[src/rtl/inc_register_pkg.sv]
// Shared op encoding and priority decode for the increment register bank.
// The testbench model reuses decode_op so both sides agree on op priority.
package inc_register_pkg;

    typedef enum logic [2:0] {
        OP_HOLD,
        OP_LOAD,
        OP_BCAST,
        OP_INC,
        OP_DEC
    } inc_op_t;

    // Reset is handled by the cell flops directly, so it decodes to HOLD here.
    function automatic inc_op_t decode_op(input logic rst, input logic wr, input logic bcast,
                                          input logic inc, input logic dec);
        inc_op_t op;
        op = OP_HOLD;
        if (rst)             op = OP_HOLD;
        else if (wr)         op = OP_LOAD;
        else if (bcast)      op = OP_BCAST;
        else if (inc && !dec) op = OP_INC;
        else if (dec && !inc) op = OP_DEC;
        return op;
    endfunction

endpackage

[src/rtl/inc_register_cell.sv]
// One channel: value register plus a registered overflow pulse.
// Carry/borrow come from a WIDTH+1 bit add/subtract of the step.
module inc_register_cell
    import inc_register_pkg::*;
#(
    parameter int WIDTH    = 12,
    parameter int STEP     = 1,
    parameter int SATURATE = 0
) (
    input  logic             clk,
    input  logic             rst,
    input  inc_op_t          op,
    input  logic [WIDTH-1:0] loadData,
    input  logic [WIDTH-1:0] bcastData,
    output logic [WIDTH-1:0] value,
    output logic             ovf
);

    localparam logic [WIDTH:0] STEP_EXT = (WIDTH+1)'(STEP);

    logic [WIDTH:0] incSum;
    logic [WIDTH:0] decDiff;

    assign incSum  = {1'b0, value} + STEP_EXT;
    assign decDiff = {1'b0, value} - STEP_EXT;

    always_ff @(posedge clk) begin
        if (rst) begin
            value <= '0;
            ovf   <= 1'b0;
        end else begin
            ovf <= 1'b0;
            case (op)
                OP_LOAD:  value <= loadData;
                OP_BCAST: value <= bcastData;
                OP_INC: begin
                    // Top bit of the extended sum is the carry out.
                    value <= (SATURATE != 0 && incSum[WIDTH]) ? '1 : incSum[WIDTH-1:0];
                    ovf   <= incSum[WIDTH];
                end
                OP_DEC: begin
                    value <= (SATURATE != 0 && decDiff[WIDTH]) ? '0 : decDiff[WIDTH-1:0];
                    ovf   <= decDiff[WIDTH];
                end
                default: value <= value;
            endcase
        end
    end

endmodule

[src/rtl/inc_register_bank.sv]
// Bank of CORES independent increment registers with a shared broadcast load.
// Each channel decodes its own op; only bcastEn/bcastData are shared.
module inc_register_bank
    import inc_register_pkg::*;
#(
    parameter int WIDTH    = 12,
    parameter int CORES    = 4,
    parameter int STEP     = 1,
    parameter int SATURATE = 0
) (
    input  logic                   clk,
    input  logic                   rst,
    input  logic [CORES*WIDTH-1:0] dataIn,
    input  logic [CORES-1:0]       wrEn,
    input  logic [CORES-1:0]       incEn,
    input  logic [CORES-1:0]       decEn,
    input  logic [WIDTH-1:0]       bcastData,
    input  logic                   bcastEn,
    output logic [CORES*WIDTH-1:0] dataOut,
    output logic [CORES-1:0]       ovf
);

    for (genvar c = 0; c < CORES; c++) begin : gen_cell
        inc_op_t op;

        assign op = decode_op(rst, wrEn[c], bcastEn, incEn[c], decEn[c]);

        inc_register_cell #(
            .WIDTH   (WIDTH),
            .STEP    (STEP),
            .SATURATE(SATURATE)
        ) u_cell (
            .clk      (clk),
            .rst      (rst),
            .op       (op),
            .loadData (dataIn[c*WIDTH +: WIDTH]),
            .bcastData(bcastData),
            .value    (dataOut[c*WIDTH +: WIDTH]),
            .ovf      (ovf[c])
        );
    end

endmodule

[config.mk]
export PLATFORM = sky130hd
export DESIGN_NAME = inc_register_bank
export DESIGN_NICKNAME = d
export VERILOG_FILES = /design/src/rtl/inc_register_pkg.sv /design/src/rtl/inc_register_cell.sv /design/src/rtl/inc_register_bank.sv
export SDC_FILE = /design/constraint.sdc
export NUM_CORES = 1
export LEC_CHECK = 0
export ABC_AREA = 1
export CORE_MARGIN = 3
export CORE_UTILIZATION = 35
export CTS_BUF_LIST = sky130_fd_sc_hd__clkbuf_16
export CTS_CLUSTER_SIZE = 30
export DETAILED_ROUTE_END_ITERATION = 16
export GPL_ROUTABILITY_DRIVEN = 0
export MAX_ROUTING_LAYER = met4
export SYNTH_ARGS = -nofsm -noshare
export SYNTH_HDL_FRONTEND = slang
export SYNTH_SLANG_ARGS = --single-unit
export TNS_END_PERCENT = 100
[constraint.sdc]
create_clock -name clk -period 2.1 [get_ports clk]
set_input_delay 0.63 -clock clk [delete_from_list [all_inputs] [get_ports clk]]
set_output_delay 0.63 -clock clk [all_outputs]
set_load 0.05 [all_outputs]
==> results.md <==
- Share of layout cells above drive strength 1: 0.151
- Maximum VDD drop: 0.000309 V
- Setup Skew: 0.00457 ns
- CP peak stage delay: about 0.8 ns
- Post-DP HPWL: ~16000 microns
- Compound-Gate Fraction of Synth Area: 0.153
- Syn nets: about 1100
- Global route overflow: 0
- Initial core utilization: 0.360
- Die height: 129 microns
- Total GRT Usage: 0.245
- Clock latency reported for the late side of the worst-skew pair: 0.30 ns
- Synth area leader: dfxtp_1
- Die area: ~17000 sq um
- Most frequent cells in the layout: 238 x nand2_1, 153 x nor2_1, 145 x nand3_1, 110 x inv_1, 106 x buf_4
- Status: finished, final reports clean
- PD cells: slightly above 500 nW/um^2
- Post-synthesis mux area share: 0
- Core Area: about 15000 sq um
- Crit share post-route: 0.973
- Post-Route Utilization: 0.501
- I/O pins: between 100 and 150
- Critical path endpoint category: output port
- WP data arrival: between 1 and 1.5 ns
- Clock transition at the registers of the reported paths: roughly 0.070 ns
- CTS tree: done
- Top area cells in the synthesized netlist: dfxtp_1 20%, nand2_1 17%, nand3_1 14%, nor2_1 11%, inv_1 7.9%
- Minimum clock period: slightly above 2 ns
- Sink Count: between 50 and 60
- Post-Synth XOR/XNOR Area: 0.00664
- Synthesized flop and latch total: 52
- Fin. max-slew vios: 0
- Synth top area share: 0.197
- WL/cell: 15.5 microns
- Final setup fails: 0
- Nets: 1216
- Post-synthesis sequential area ratio: 0.197
- Worst-Margin Slew: approximately 0.56 ns
- Critical Path Source Type: flop
- Vias: around 6900
- Cell family with the largest share of critical-path delay: buffers and inverters
- Vias in the first global route: 6074
- First-pass GRT wire length: around 32000 microns
- Residual DRC: 0
- Synthesized area: about 5300 sq um
- Number of vias per cell: around 5.2
- Max Clk Rate: slightly below 0.5 GHz
- CTS root buffer: clkbuf_16
- Total power: 3.71 mW
- MaxCap Viol Count: 0
- Iteration-0 DRC Markers: a little under 900
- IO buf count: approximately 130
- CP Buf/Inv Count: 1
- Worst Hold Class: reg2reg
- Post-Route WL: approximately 20000 microns
- Commonest non-fill, non-tap cell in the layout: nand2_1
- Crit-path slowest cell: clkdlybuf4s50_1
- Main combinational cell family by area after synthesis: simple AND/OR/NAND/NOR gates
- H-tree Lvls: 2
- Worst Path Max Fanout: 1
- Ys Warns: 0
- Area after DPL: between 7000 and 8000 sq um
- Largest net degree at the start of global routing: 25
- Number of diodes: 0
- Synth Area in Adders: 0.0190
- Final Instance Area: around 7300 sq um
- Max-slew headroom: 0.629
- Setup Crit Path Kind: reg2out
- Synthesized area per cell: between 5 and 6 sq um
- Leak: approximately 3.5 nW
- Clk buf depth: 2
- Cell count after synthesis: 968
- Row count: 44
- P&R area growth vs syn: 39.0%
- Simple-gate share of the synthesized area: 0.499
- Hold Violations, Final: 0
- Critical-path cell list: clkdlybuf4s50_1
- Cts bufs inserted: 5
- Pre-antenna DRT Iters: 6
- Die Width: 129 microns
- Worst hold slack: between 0.5 and 0.6 ns
- Initial antenna violation count: 0
- Post-synth cell types: 36
- Req. time, crit path: around 1.5 ns
- Post-CTS Hold Buffers: 0
- ANT nets after route: 0
timing repair:
item	CTS	global route
gates resized for setup	1	21
cloned	0	3
pin swaps	0	4
endpoints found under the setup margin	2	48
buffers inserted	0	5
metal layers:
| metal | vias to the layer above | routed length (microns) | GRT usage |
|---|---|---|---|
| met5 | - | 0 | - |
| met3 | 29 | 1710 | 0.0428 |
| met1 | 3032 | 9390 | 0.343 |
| met4 | 0 | 328 | 0.0593 |
| met2 | 300 | 9030 | 0.366 |
| li1 | 3492 | - | - |
kinds of logic (layout without fill, tap and decap cells):
family	after synthesis	after routing
buffers and inverters	158	324
and+or+nand+nor	598	598
DFF	52	52
AOI/OAI and AO/OA	148	148
xor gates and xnor gates	4	4
adders and majority gates	8	8
synth_stat cells, drive strengths merged:
| cell | instances |
|---|---|
| o41ai | 3 |
| clkinv | 1 |
| o22ai | 8 |
| a22oi | 1 |
| nand2 | 240 |
| o211ai | 7 |
| dfxtp | 52 |
| inv | 118 |
| a31oi | 5 |
| xor2 | 4 |
| clkbuf | 13 |
| o31ai | 1 |
| a21oi | 51 |
| o21a | 1 |
| o21ai | 71 |
| nor2 | 162 |
| nor3 | 8 |
| nor3b | 1 |
| nand3 | 147 |
| ha | 8 |
| or2 | 11 |
| nand3b | 6 |
| buf | 26 |
| nand4 | 23 |
worst paths after layout:
path	from	to	slack (ns)	depth (start not counted)
worst max register to register	gen_cell[2].u_cell.value[1]$_SDFFE_PP0P_	gen_cell[2].u_cell.value[8]$_SDFFE_PP0P_	0.25	8
worst min register to register	gen_cell[3].u_cell.value[10]$_SDFFE_PP0P_	gen_cell[3].u_cell.ovf$_SDFF_PP0_	0.56	2
worst min-delay path	gen_cell[3].u_cell.value[10]$_SDFFE_PP0P_	gen_cell[3].u_cell.ovf$_SDFF_PP0_	0.56	2
worst max-delay path	gen_cell[2].u_cell.ovf$_SDFF_PP0_	ovf[2]	0.06	1
flip-flops by register name, indices dropped and copies added (netlist names):
| name | flops |
|---|---|
| gen_cell.u_cell.ovf | 4 |
| gen_cell.u_cell.value | 48 |
report_power, final:
group / leakage (nW) / internal (mW) / switching (mW)
Clock: 0.0738 / 0.432 / 0.401
Combinational: 3.01 / 0.622 / 1.00
Sequential: 0.430 / 1.07 / 0.183
cell type report:
cell class | count | area (sq um)
well taps | 184 | 230
repair inverters | 1 | 7.51
fillers | 1541 | 7310
inverters | 119 | 457
clock inverters | 3 | 11.3
flip-flops and latches | 52 | 1040
multi-input cells | 758 | 3630
clock buffers | 5 | 125
repair buffers | 196 | 1830
through the flow:
step / setup WS (ns) / std cells / TNS [ns]
after detailed placement: -0.341 / 1302 / -12.79
after global placement: -0.303 / 1302 / -12.05
after CTS: -0.00554 / 1310 / -0.00554
after floorplan: 0.230 / 968 / 0
final: 0.0574 / 1318 / 0
after global routing: -0.0183 / 1318 / -0.0591
Power figures use the tool's default switching activity.
